<file path="config.mk">
export PLATFORM = sky130hd
export DESIGN_NAME = bcd_adjust
export DESIGN_NICKNAME = d
export VERILOG_FILES = /design/src/rtl/bcd_adjust.sv
export SDC_FILE = /design/constraint.sdc
export NUM_CORES = 1
export LEC_CHECK = 0
export CORE_ASPECT_RATIO = 0.7
export CORE_MARGIN = 4
export CORE_UTILIZATION = 50
export DETAILED_ROUTE_END_ITERATION = 16
export PLACE_DENSITY = 0.85
export SYNTH_ARGS = -nofsm -noshare
export SYNTH_HDL_FRONTEND = slang
export SYNTH_SLANG_ARGS = --single-unit
</file>
<file path="constraint.sdc">
create_clock -name clk -period 3.2 [get_ports clk]
set_clock_uncertainty 0.1 [all_clocks]
set_input_delay 0.48 -clock clk [delete_from_list [all_inputs] [get_ports clk]]
set_output_delay 0.48 -clock clk [all_outputs]
set_load 0.02 [all_outputs]
</file>
<file path="src/rtl/bcd_adjust.sv">
// Post-ALU decimal adjust stage: captures one ADC/SBC result with its flags and
// returns the 6502 decimal-corrected accumulator and carry with a valid pulse.
module bcd_adjust (
  input  logic       clk,
  input  logic       reset,
  input  logic       start,
  input  logic       dec,
  input  logic       sub,
  input  logic [7:0] alu_out,
  input  logic       alu_c,
  input  logic       alu_hc,
  input  logic       alu_dhc,
  input  logic       alu_dc,
  input  logic       alu_n,
  input  logic       alu_v,
  input  logic       alu_z,
  output logic [7:0] result,
  output logic       c_out,
  output logic       n_out,
  output logic       v_out,
  output logic       z_out,
  output logic       valid,
  output logic       busy
);

  typedef enum logic [1:0] {
    IDLE = 2'd0,
    ADJ  = 2'd1,
    DONE = 2'd2
  } state_t;

  state_t state;
  state_t next_state;

  logic [7:0] cap_out;
  logic       cap_c;
  logic       cap_hc;
  logic       cap_dhc;
  logic       cap_dc;
  logic       cap_n;
  logic       cap_v;
  logic       cap_z;
  logic       cap_sub;

  logic       accept;
  logic       load_bin;
  logic       load_dec;
  logic       lo_fix;
  logic       hi_fix;
  logic [7:0] fix;
  logic [7:0] adj_result;
  logic       adj_carry;
  logic       valid_next;
  logic       busy_next;

  always_ff @(posedge clk or posedge reset) begin
    if (reset) begin
      state <= IDLE;
    end else begin
      state <= next_state;
    end
  end

  always_comb begin
    next_state = state;
    case (state)
      IDLE:    if (start) next_state = dec ? ADJ : DONE;
      ADJ:     next_state = DONE;
      DONE:    next_state = IDLE;
      default: next_state = IDLE;
    endcase
  end

  // Correction terms: ADC fixes up on (half-)carry or an over-9 digit,
  // SBC fixes up a digit only when it borrowed.
  always_comb begin
    accept     = (state == IDLE) && start;
    load_bin   = accept && !dec;
    load_dec   = (state == ADJ);
    lo_fix     = cap_sub ? ~cap_hc : (cap_hc | cap_dhc);
    hi_fix     = cap_sub ? ~cap_c  : (cap_c  | cap_dc);
    fix        = {(hi_fix ? 4'h6 : 4'h0), (lo_fix ? 4'h6 : 4'h0)};
    adj_result = cap_sub ? (cap_out - fix) : (cap_out + fix);
    adj_carry  = cap_sub ? cap_c : (cap_c | cap_dc);
    valid_next = (next_state == DONE);
    busy_next  = (next_state != IDLE);
  end

  always_ff @(posedge clk or posedge reset) begin
    if (reset) begin
      cap_out <= 8'h00;
      cap_c   <= 1'b0;
      cap_hc  <= 1'b0;
      cap_dhc <= 1'b0;
      cap_dc  <= 1'b0;
      cap_n   <= 1'b0;
      cap_v   <= 1'b0;
      cap_z   <= 1'b0;
      cap_sub <= 1'b0;
    end else if (accept) begin
      cap_out <= alu_out;
      cap_c   <= alu_c;
      cap_hc  <= alu_hc;
      cap_dhc <= alu_dhc;
      cap_dc  <= alu_dc;
      cap_n   <= alu_n;
      cap_v   <= alu_v;
      cap_z   <= alu_z;
      cap_sub <= sub;
    end
  end

  // Binary results go straight to the outputs at capture; N/V/Z always keep
  // the binary ALU flags, even after a decimal correction.
  always_ff @(posedge clk or posedge reset) begin
    if (reset) begin
      result <= 8'h00;
      c_out  <= 1'b0;
      n_out  <= 1'b0;
      v_out  <= 1'b0;
      z_out  <= 1'b0;
      valid  <= 1'b0;
      busy   <= 1'b0;
    end else begin
      valid <= valid_next;
      busy  <= busy_next;
      if (load_bin) begin
        result <= alu_out;
        c_out  <= alu_c;
        n_out  <= alu_n;
        v_out  <= alu_v;
        z_out  <= alu_z;
      end else if (load_dec) begin
        result <= adj_result;
        c_out  <= adj_carry;
        n_out  <= cap_n;
        v_out  <= cap_v;
        z_out  <= cap_z;
      end
    end
  end

endmodule

</file>
* Word-level counts from Yosys, hierarchy flattened
Cells that the tools add are included.
Storage, ports and cells: bits in registers 32, bits of input ports 20, output and inout bits 14, word-level logic and storage cells 50
Cells by class: equal/unequal tests 2, add/subtract/negate cells 2, bitwise operators 4, reduce and logical (&&, ||, !) cells 6, muxes and demuxes 19
Operators by type and width (count):
- two-way mux 8 bit | 3
- two-way mux 1 bit | 11
- adder 8 x 7 -> 8 bit | 1
- subtractor 8 x 7 -> 8 bit | 1
- two-way mux 3 bit | 2
- two-way mux 2 bit | 2
- case mux 2 bit (2 select lines) | 1
- nonzero test 2 bit | 2
- == test 2 x 1 -> 1 bit (second input constant) | 1
- == test 2 bit (second input constant) | 1
- logical AND 1 bit | 2
- zero test 2 bit | 1
- NOT 1 bit | 2
- bitwise OR 1 bit | 2
- zero test 1 bit | 1

* Depth between registers and ports, before layout
Gate-level depths: netlist (run 1).
depth in word-level cells 7, depth in mapped cells 11, depth with buffers taken out 11

* Worst setup path before layout (run 1)
Ideal clock, no wire load.
path kind flip-flop to flip-flop, start point register cap_sub, end point register result[6], arrival 2.271 ns, path buffers 0, cell stages (with the launch flop) 11, period minus slack after synthesis 2.494 ns, data required time 2.977 ns, library setup time 0.123 ns, path slack 0.706 ns, path through dfrtp_1 -> or3_2 -> nand2_1 -> ha_1 -> inv_1 -> o21ai_0 -> ha_1 -> o21a_1 -> o31ai_1 -> a31o_2 -> o221a_2
Between the ends: word-level cells in the longest chain between the ends 6, elaborated cells between the ends (all ways) 9, those cells by class 2 x add/sub; 7 x mux
RTL lines:
- start: declaration | RTL line 43 | logic cap_sub;
- start signal: assignment | RTL line 109 | cap_sub <= sub;
- two-way mux 1 bit (on tied branches) | RTL line 80, 81
- two-way mux 3 bit | RTL line 82 | fix = {(hi_fix ? 4'h6 : 4'h0), (lo_fix ? 4'h6 : 4'h0)};
- adder 8 x 7 -> 8 bit or subtractor 8 x 7 -> 8 bit (tied branches) | RTL line 83 | adj_result = cap_sub ? (cap_out - fix) : (cap_out + fix);
- two-way mux 8 bit * | RTL line 83
- two-way mux 8 bit * | RTL line 133 | end else if (load_dec) begin
- two-way mux 8 bit * | RTL line 127 | if (load_bin) begin
- end signal: assignment | RTL line 128 | result <= alu_out;
- end signal: assignment | RTL line 134 | result <= adj_result;
- end: declaration | RTL line 17 | output logic [7:0] result,
Mark *: on every way between the ends. The rest lies on a longest branch, timed or not. The select of a mux whose other input is x is not followed. A chain may end at the register's enable or synchronous reset.

* Final worst setup path (run 1)
Ends and elaborated chain as after synthesis.

==> results of run 1 <==
-- through the flow --
step | instances | setup WS (ns)
5_1_grt | 233 | 0.3458
4_1_cts | 233 | 0.5129
3_5_place_dp | 226 | 0.5266
3_3_place_gp | 226 | 0.6484
6_report | 233 | 0.5221
2_1_floorplan | 158 | 0.7063
-- worst register-to-register path, stage by stage (launching register included) --
cell                      delay (ns)
sky130_fd_sc_hd__dfrtp_1        0.46
sky130_fd_sc_hd__or3_2          0.51
sky130_fd_sc_hd__nand2_1        0.09
sky130_fd_sc_hd__ha_1           0.23
sky130_fd_sc_hd__inv_1          0.05
sky130_fd_sc_hd__o21ai_0        0.07
sky130_fd_sc_hd__ha_1           0.37
sky130_fd_sc_hd__o21a_1         0.15
sky130_fd_sc_hd__o31ai_1        0.08
sky130_fd_sc_hd__a31o_2         0.24
sky130_fd_sc_hd__o221a_2        0.22
-- layer usage --
layer / wire length, um / vias to the layer above / track usage
met5: 0 / - / 0
met4: 39 / 0 / 0.08527
met3: 271 / 5 / 0.05825
met2: 1641 / 50 / 0.2766
met1: 1644 / 638 / 0.2554
li1: - / 637 / -
-- power breakdown --
part	total, mW	internal, mW	switching [mW]	leakage (nW)
sequential	0.587	0.511	0.0764	0.379
combinational	0.693	0.342	0.351	0.478
clock	0.285	0.147	0.137	0.0410
total	1.57	1.00	0.565	0.898
-- worst max-delay path by stage --
stage,startpoint,endpoint,slack (ns),depth (start not counted)
after CTS,cap_sub,result[6],0.51,10
after global placement,cap_sub,result[6],0.65,10
final,cap_sub,result[6],0.52,10
after floorplan,cap_sub,result[6],0.71,10
after detailed placement,cap_sub,result[6],0.53,10
after global routing,cap_sub,result[6],0.35,10
-- sequential cells by signal (all words and copies together) (netlist names) --
name / cells
c_out: 1
cap_n: 1
v_out: 1
cap_dhc: 1
result: 8
cap_sub: 1
cap_z: 1
cap_v: 1
cap_dc: 1
cap_out: 8
busy: 1
z_out: 1
cap_hc: 1
valid: 1
cap_c: 1
n_out: 1
state: 2
-- cell usage after synthesis --
cell type                  instances  area share
sky130_fd_sc_hd__o22ai_2           1      0.0076
sky130_fd_sc_hd__or3_1             2      0.0076
sky130_fd_sc_hd__and2_1            1      0.0038
sky130_fd_sc_hd__a41oi_1           1      0.0053
sky130_fd_sc_hd__o31ai_1           1      0.0046
sky130_fd_sc_hd__and3_1            1      0.0038
sky130_fd_sc_hd__a221o_1           2       0.012
sky130_fd_sc_hd__nor4_1            1      0.0038
sky130_fd_sc_hd__nand2b_1          2      0.0076
sky130_fd_sc_hd__or3_2             1      0.0046
sky130_fd_sc_hd__nand2_1          17       0.039
sky130_fd_sc_hd__o31ai_2           1      0.0076
sky130_fd_sc_hd__inv_1             7       0.016
sky130_fd_sc_hd__dfrtp_1          32        0.49
sky130_fd_sc_hd__o21a_1            4       0.018
sky130_fd_sc_hd__mux2_2           14       0.096
sky130_fd_sc_hd__a31oi_1           5       0.019
sky130_fd_sc_hd__ha_1              8       0.061
sky130_fd_sc_hd__xor2_1            1      0.0053
sky130_fd_sc_hd__o211ai_1          1      0.0046
sky130_fd_sc_hd__a211o_2           1      0.0061
sky130_fd_sc_hd__buf_2             3      0.0092
sky130_fd_sc_hd__or2b_1            1      0.0046
sky130_fd_sc_hd__a21oi_1          10       0.031
sky130_fd_sc_hd__a31o_2            1      0.0053
sky130_fd_sc_hd__o21ai_1           1      0.0030
sky130_fd_sc_hd__nor3_1            1      0.0030
sky130_fd_sc_hd__clkbuf_1          3      0.0069
sky130_fd_sc_hd__xnor2_1           2       0.011
sky130_fd_sc_hd__nor3b_2           1      0.0076
sky130_fd_sc_hd__o221a_2           1      0.0069
sky130_fd_sc_hd__nor3_2            1      0.0061
sky130_fd_sc_hd__o21ai_0           9       0.027
sky130_fd_sc_hd__nor2b_1           4       0.015
sky130_fd_sc_hd__o41ai_1           1      0.0053
sky130_fd_sc_hd__nor2_1           13       0.030
sky130_fd_sc_hd__nand3_1           2      0.0061
-- cell type report --
cell class,count,area share
Sequential cell,32,0.3828
Multi-Input combinational cell,113,0.3762
Timing Repair Buffer,36,0.1687
Clock buffer,6,0.03469
Tap cell,38,0.02273
Inverter,7,0.01256
Clock inverter,1,0.002392
-- cells by family (layout without fill, tap and decap cells) --
logic type | count (synthesis) | in the layout | share of synthesized area
muxes | 14 | 14 | 0.09611
DFF | 32 | 32 | 0.4882
adders and majority gates | 8 | 8 | 0.06102
AOI/OAI and AO/OA | 40 | 40 | 0.1640
xor gates and xnor gates | 3 | 3 | 0.01602
and+or+nand+nor | 48 | 48 | 0.1426
buffers and inverters | 13 | 50 | 0.03204
==> reports/results.ini, run 1 <==
[outcome]
status=finished clean

[die]
number_of_primary_i_o_pins=34
coreArea_um2=3148
floorplan.rows=17
initial_utilization=0.5211
floorplan.die_area_um2=4276
die-width_um=76.46
dieHeight_um=55.92

[place]
port-buffer-count=33
placedInstanceArea_um2=2014
hpwlAfterDp_mm=2.640
place.gp.congestion=0.9335

[clocking]
cts_hold_buffers=0
post_cts_resize_count=0
postCtsSetupBuffers=0
cts.root.buffer_cell=sky130_fd_sc_hd__clkbuf_8
htree_num_levels=2
clk-insertion-delay-late_ns=0.28
tritoncts=done
max-clock-path-buffers=2
clock_sink_count=32
clk_transition_reported_paths_ns=0.06
total_clock_buffers_created_by_cts=5

[worst_setup_path]
rrSetupSlack_ns=0.52
required_ns=3.27
worstPathArrival_ns=2.75
crit_reg_reg_startpoint=cap_sub
worstSetupEndpointType=flop
critical-path-top-delay-family=compound AO/OA/AOI/OAI gates
worst_path_most_repeated_cell=sky130_fd_sc_hd__ha_1
critPathBufInv=1
critical_path.startpoint_type=flop
slowest_delay_ns=0.51
reg2reg_to=result[6]
worst-path-max-fanout=8
worstSetupPathType=flop to flop
worst_r2r_path_depth=10
max_stage_delay_cell_worst_path=sky130_fd_sc_hd__or3_2
crit_chain=or3_2, nand2_1, ha_1, inv_1, o21ai_0, ha_1, o21a_1, o31ai_1, a31o_2, o221a_2

[routing]
route.antenna.remaining_nets=0
detail_route.drc_violations=0
initialDrtViolationCount=71
routed_via_density=5.708
wl_mm=3.595
wire_per_inst_um=15.43
drt_pre_antenna_iters=4
routed-via-count=1330

[yosys]
syn_nets=186
postSynthAreaPerCell_um2=10.38
yosys.cell_types.count=37
synth-warning-count=0
netlist_area_pre_place_um2=1640
sequential_to_total_area_share_from_yosys_stat=0.4882
netlist_instances=158
number_of_storage_elements_in_the_synthesis_netlist=32

[final_layout]
ff_latch_area_um2=800.8
layout_common_cells=sky130_fd_sc_hd__clkdlybuf4s50_1 (33), sky130_fd_sc_hd__dfrtp_1 (32), sky130_fd_sc_hd__nand2_1 (17)
diodes=0
multi_input_comb_area_um2=787.0
final_common_cell=sky130_fd_sc_hd__clkdlybuf4s50_1
filler_cell_count=248
final_core_util=0.6645
share_of_final_layout_standard_cells_stronger_than_drive_strength_1=0.1590
finish.instance_area_um2=2092
area_growth_syn_to_layout_pct=27.54
num-nets-final=223

[worst_hold_path]
timing.hold.worst.class=flop to flop
hold_end=busy
whs_path_depth=1
timing.hold.worst.start=state[1]

[timing]
worst-slew-pin-transition_ns=0.7706
whs_ns=0.3905
layout_worst_path_cycle_share=0.8369
clock.fmax_mhz=373.4
layout_min_cycle_time_ns=2.678
report.final.hold_viol_count=0
grt_setup_unrepaired=false
setup_tns_ns=0
timing.slew.headroom=0.4852
setup_viol=0
report.final.slew_viol_count=0

[power_and_ir_drop]
worst_ir_drop_vdd_v=0.0004019
total_leakage_power_nw=0.8982
design_power_total_mw=1.565
total_power_density_per_cell_area_nw_per_um2=748.1

[flow_run]
cap_viol_max_count=0

[global_routing]
grt_pass1_wl_mm=6.341
grt_antenna_before_repair=0
track_usage=0.1884
grt_max_degree=33
grt-ovfl-total=0
first_global_vias=1395

No activity file was read; power rests on OpenSTA's default activity.
==> run 2, diff against run 1 <==
--- a/config.mk
+++ b/config.mk
@@ -7,9 +7,9 @@
 export LEC_CHECK = 0
 export CORE_ASPECT_RATIO = 0.7
 export CORE_MARGIN = 4
-export CORE_UTILIZATION = 50
+export CORE_UTILIZATION = 45
 export DETAILED_ROUTE_END_ITERATION = 16
-export PLACE_DENSITY = 0.85
+export PLACE_DENSITY = 0.81
 export SYNTH_ARGS = -nofsm -noshare
 export SYNTH_HDL_FRONTEND = slang
 export SYNTH_SLANG_ARGS = --single-unit
==> constraint.sdc (replaced) <==
create_clock -name clk -period 2.3 [get_ports clk]
set_clock_uncertainty 0.1 [all_clocks]
set_input_delay 0.345 -clock clk [delete_from_list [all_inputs] [get_ports clk]]
set_output_delay 0.345 -clock clk [all_outputs]
set_load 0.02 [all_outputs]
==> run 2 against run 1 <==
Against the previous run: final area increased by 15%; register-to-register slack got worse by 0.55 ns; the run now ends with negative setup slack left; non-clock buffer count increased by 24; critical path type unchanged; largest power group unchanged; total power increased by 64%; critical endpoint unchanged; sequential power increased by 37%.
==> reports/results.ini, run 2 (synthesized netlist as in run 1, its figures left out) <==
[clocking]
htree_num_levels=2  ; unchanged
clk-insertion-delay-late_ns=0.29  ; about the same
clk_transition_reported_paths_ns=0.07  ; about the same
clock_sink_count=32  ; unchanged
cts.root.buffer_cell=sky130_fd_sc_hd__clkbuf_8
max-clock-path-buffers=2  ; unchanged
tritoncts=done
total_clock_buffers_created_by_cts=5  ; unchanged

[final_layout]
diodes=0  ; unchanged
share_of_final_layout_standard_cells_stronger_than_drive_strength_1=0.3045  ; +0.1456
layout_common_cells=sky130_fd_sc_hd__clkdlybuf4s50_1 (33), sky130_fd_sc_hd__dfrtp_1 (32), sky130_fd_sc_hd__buf_4 (26)
final_common_cell=sky130_fd_sc_hd__clkdlybuf4s50_1
largest_regs=cap_out: 8 flops, result: 8 flops, state: 2 flops
area_growth_syn_to_layout_pct=46.07
num-nets-final=247  ; +11%

[timing]
report.final.slew_viol_count=0  ; unchanged
grt_setup_unrepaired=true
setup_viol=1  ; +1
timing.slew.headroom=0.5915  ; +0.1063
worst-slew-pin-transition_ns=0.6128  ; -0.1578 ns
clock.fmax_mhz=428.9  ; +15%
setup_ws_ns=-0.03144  ; -0.5535 ns
layout_worst_path_cycle_share=1.014  ; +0.1768
report.final.hold_viol_count=0  ; unchanged
layout_min_cycle_time_ns=2.331  ; -0.3465 ns

[global_routing]
first_global_vias=1493  ; +7.0%
grt_pass1_wl_mm=7.196  ; +13%
track_usage=0.2040  ; +0.01568
grt-ovfl-total=0  ; unchanged
grt_antenna_before_repair=0  ; unchanged
grt_max_degree=33  ; unchanged

[worst_setup_path]
worstSetupPathType=flop to flop
worstSetupEndpointType=flop
worst-path-max-fanout=4  ; -4
required_ns=2.38  ; -0.89 ns
worstPathArrival_ns=2.41  ; -0.34 ns
critical_path.startpoint_type=flop

[power_and_ir_drop]
worst_ir_drop_vdd_v=0.0006052  ; +51%
total_leakage_power_nw=1.024  ; +14%
total_power_density_per_cell_area_nw_per_um2=1074  ; +44%
design_power_total_mw=2.574  ; +64%

[routing]
routed-via-count=1441  ; +8.3%
wire_per_inst_um=16.13  ; +4.5%
routed_via_density=5.337  ; -6.5%
drt_pre_antenna_iters=4  ; unchanged
detail_route.drc_violations=0  ; unchanged
route.antenna.remaining_nets=0  ; unchanged
initialDrtViolationCount=98  ; +38%
wl_mm=4.354  ; +21%

[place]
dpl_worst_slack_ns=-0.09469  ; -0.6213 ns
hpwlAfterDp_mm=3.044  ; +15%
port-buffer-count=33  ; unchanged
place.gp.congestion=0.8960  ; -4.0%

[die]
dieHeight_um=58.52  ; +4.6%
number_of_primary_i_o_pins=34  ; unchanged
coreArea_um2=3513  ; +12%
floorplan.die_area_um2=4691  ; +9.7%
initial_utilization=0.4669  ; -0.05418
floorplan.rows=18  ; +1
die-width_um=80.16  ; +4.8%

[worst_hold_path]
timing.hold.worst.class=primary input to async pin

[flow_run]
cap_viol_max_count=0  ; unchanged

[outcome]
status=finished, violations left
failing_checks=negative setup slack

==> run 2: per-stage QoR <==
step / std cells / setup TNS (ns) / instance area, um^2 / util / hold slack (ns)
floorplan: 158 / -0.07680 / 1649 / - / 0.3567
global placement: 256 / -0.04203 / 2173 / 0.6186 / 0.3771
detailed placement: 256 / -0.1518 / 2173 / 0.6186 / 0.3874
CTS: 269 / -0.02542 / 2385 / 0.6788 / 0.3592
global route: 270 / -0.3538 / 2396 / 0.6820 / 0.3984
finish: 270 / -0.03144 / 2396 / 0.6820 / 0.3437
==> run 2: routing by layer <==
metal  vias up  global-route usage  part of all wire
li1        682                   -                 -
met1       683              0.2537              0.42
met2        68              0.3349              0.48
met3         8             0.05963             0.090
met4         0             0.08675             0.012
met5         -                   0                 0
==> run 2: timing repair <==
action | in CTS | in global routing
hold endpoints to repair | 0 | 0
buffers inserted | 5 | 1
gates resized for setup | 13 | 1
endpoints found under the setup margin | 3 | 4
hold buffers | 0 | 0
pin swaps | 10 | 1
==> run 2: power by group <==
group          internal (mW)  switching, mW
Clock                  0.244          0.208
Combinational          0.691          0.627
Sequential             0.710         0.0932
Total                   1.65          0.928
==> run 2: worst paths after layout <==
path	to	cells after the start	start	slack [ns]
setup / recovery	result[6]	10	cap_sub	-0.03
hold / removal	busy	3	reset	0.34
setup reg to reg	result[6]	10	cap_sub	-0.03
hold reg to reg	cap_z	1	cap_z	0.41
max in group asynchronous	cap_n	3	reset	1.46
min in group clk	cap_z	1	cap_z	0.41
==> run 2: critical path, stage by stage (launching register included) <==
cell	delay, ns
sky130_fd_sc_hd__dfrtp_1	0.42
sky130_fd_sc_hd__or3_4	0.35
sky130_fd_sc_hd__nand2_4	0.08
sky130_fd_sc_hd__ha_4	0.19
sky130_fd_sc_hd__inv_2	0.05
sky130_fd_sc_hd__o21ai_2	0.07
sky130_fd_sc_hd__ha_4	0.29
sky130_fd_sc_hd__o21a_1	0.13
sky130_fd_sc_hd__o31ai_2	0.08
sky130_fd_sc_hd__a31o_2	0.25
sky130_fd_sc_hd__o221a_2	0.21
==> run 2: final cells by class <==
class | count | area [um^2]
clock buffers | 8 | 90.09
fillers | 260 | 1117
inverters | 7 | 26.28
multi-input cells | 113 | 879.6
flip-flops and latches | 32 | 800.8
well taps | 50 | 62.56
repair buffers | 60 | 536.8
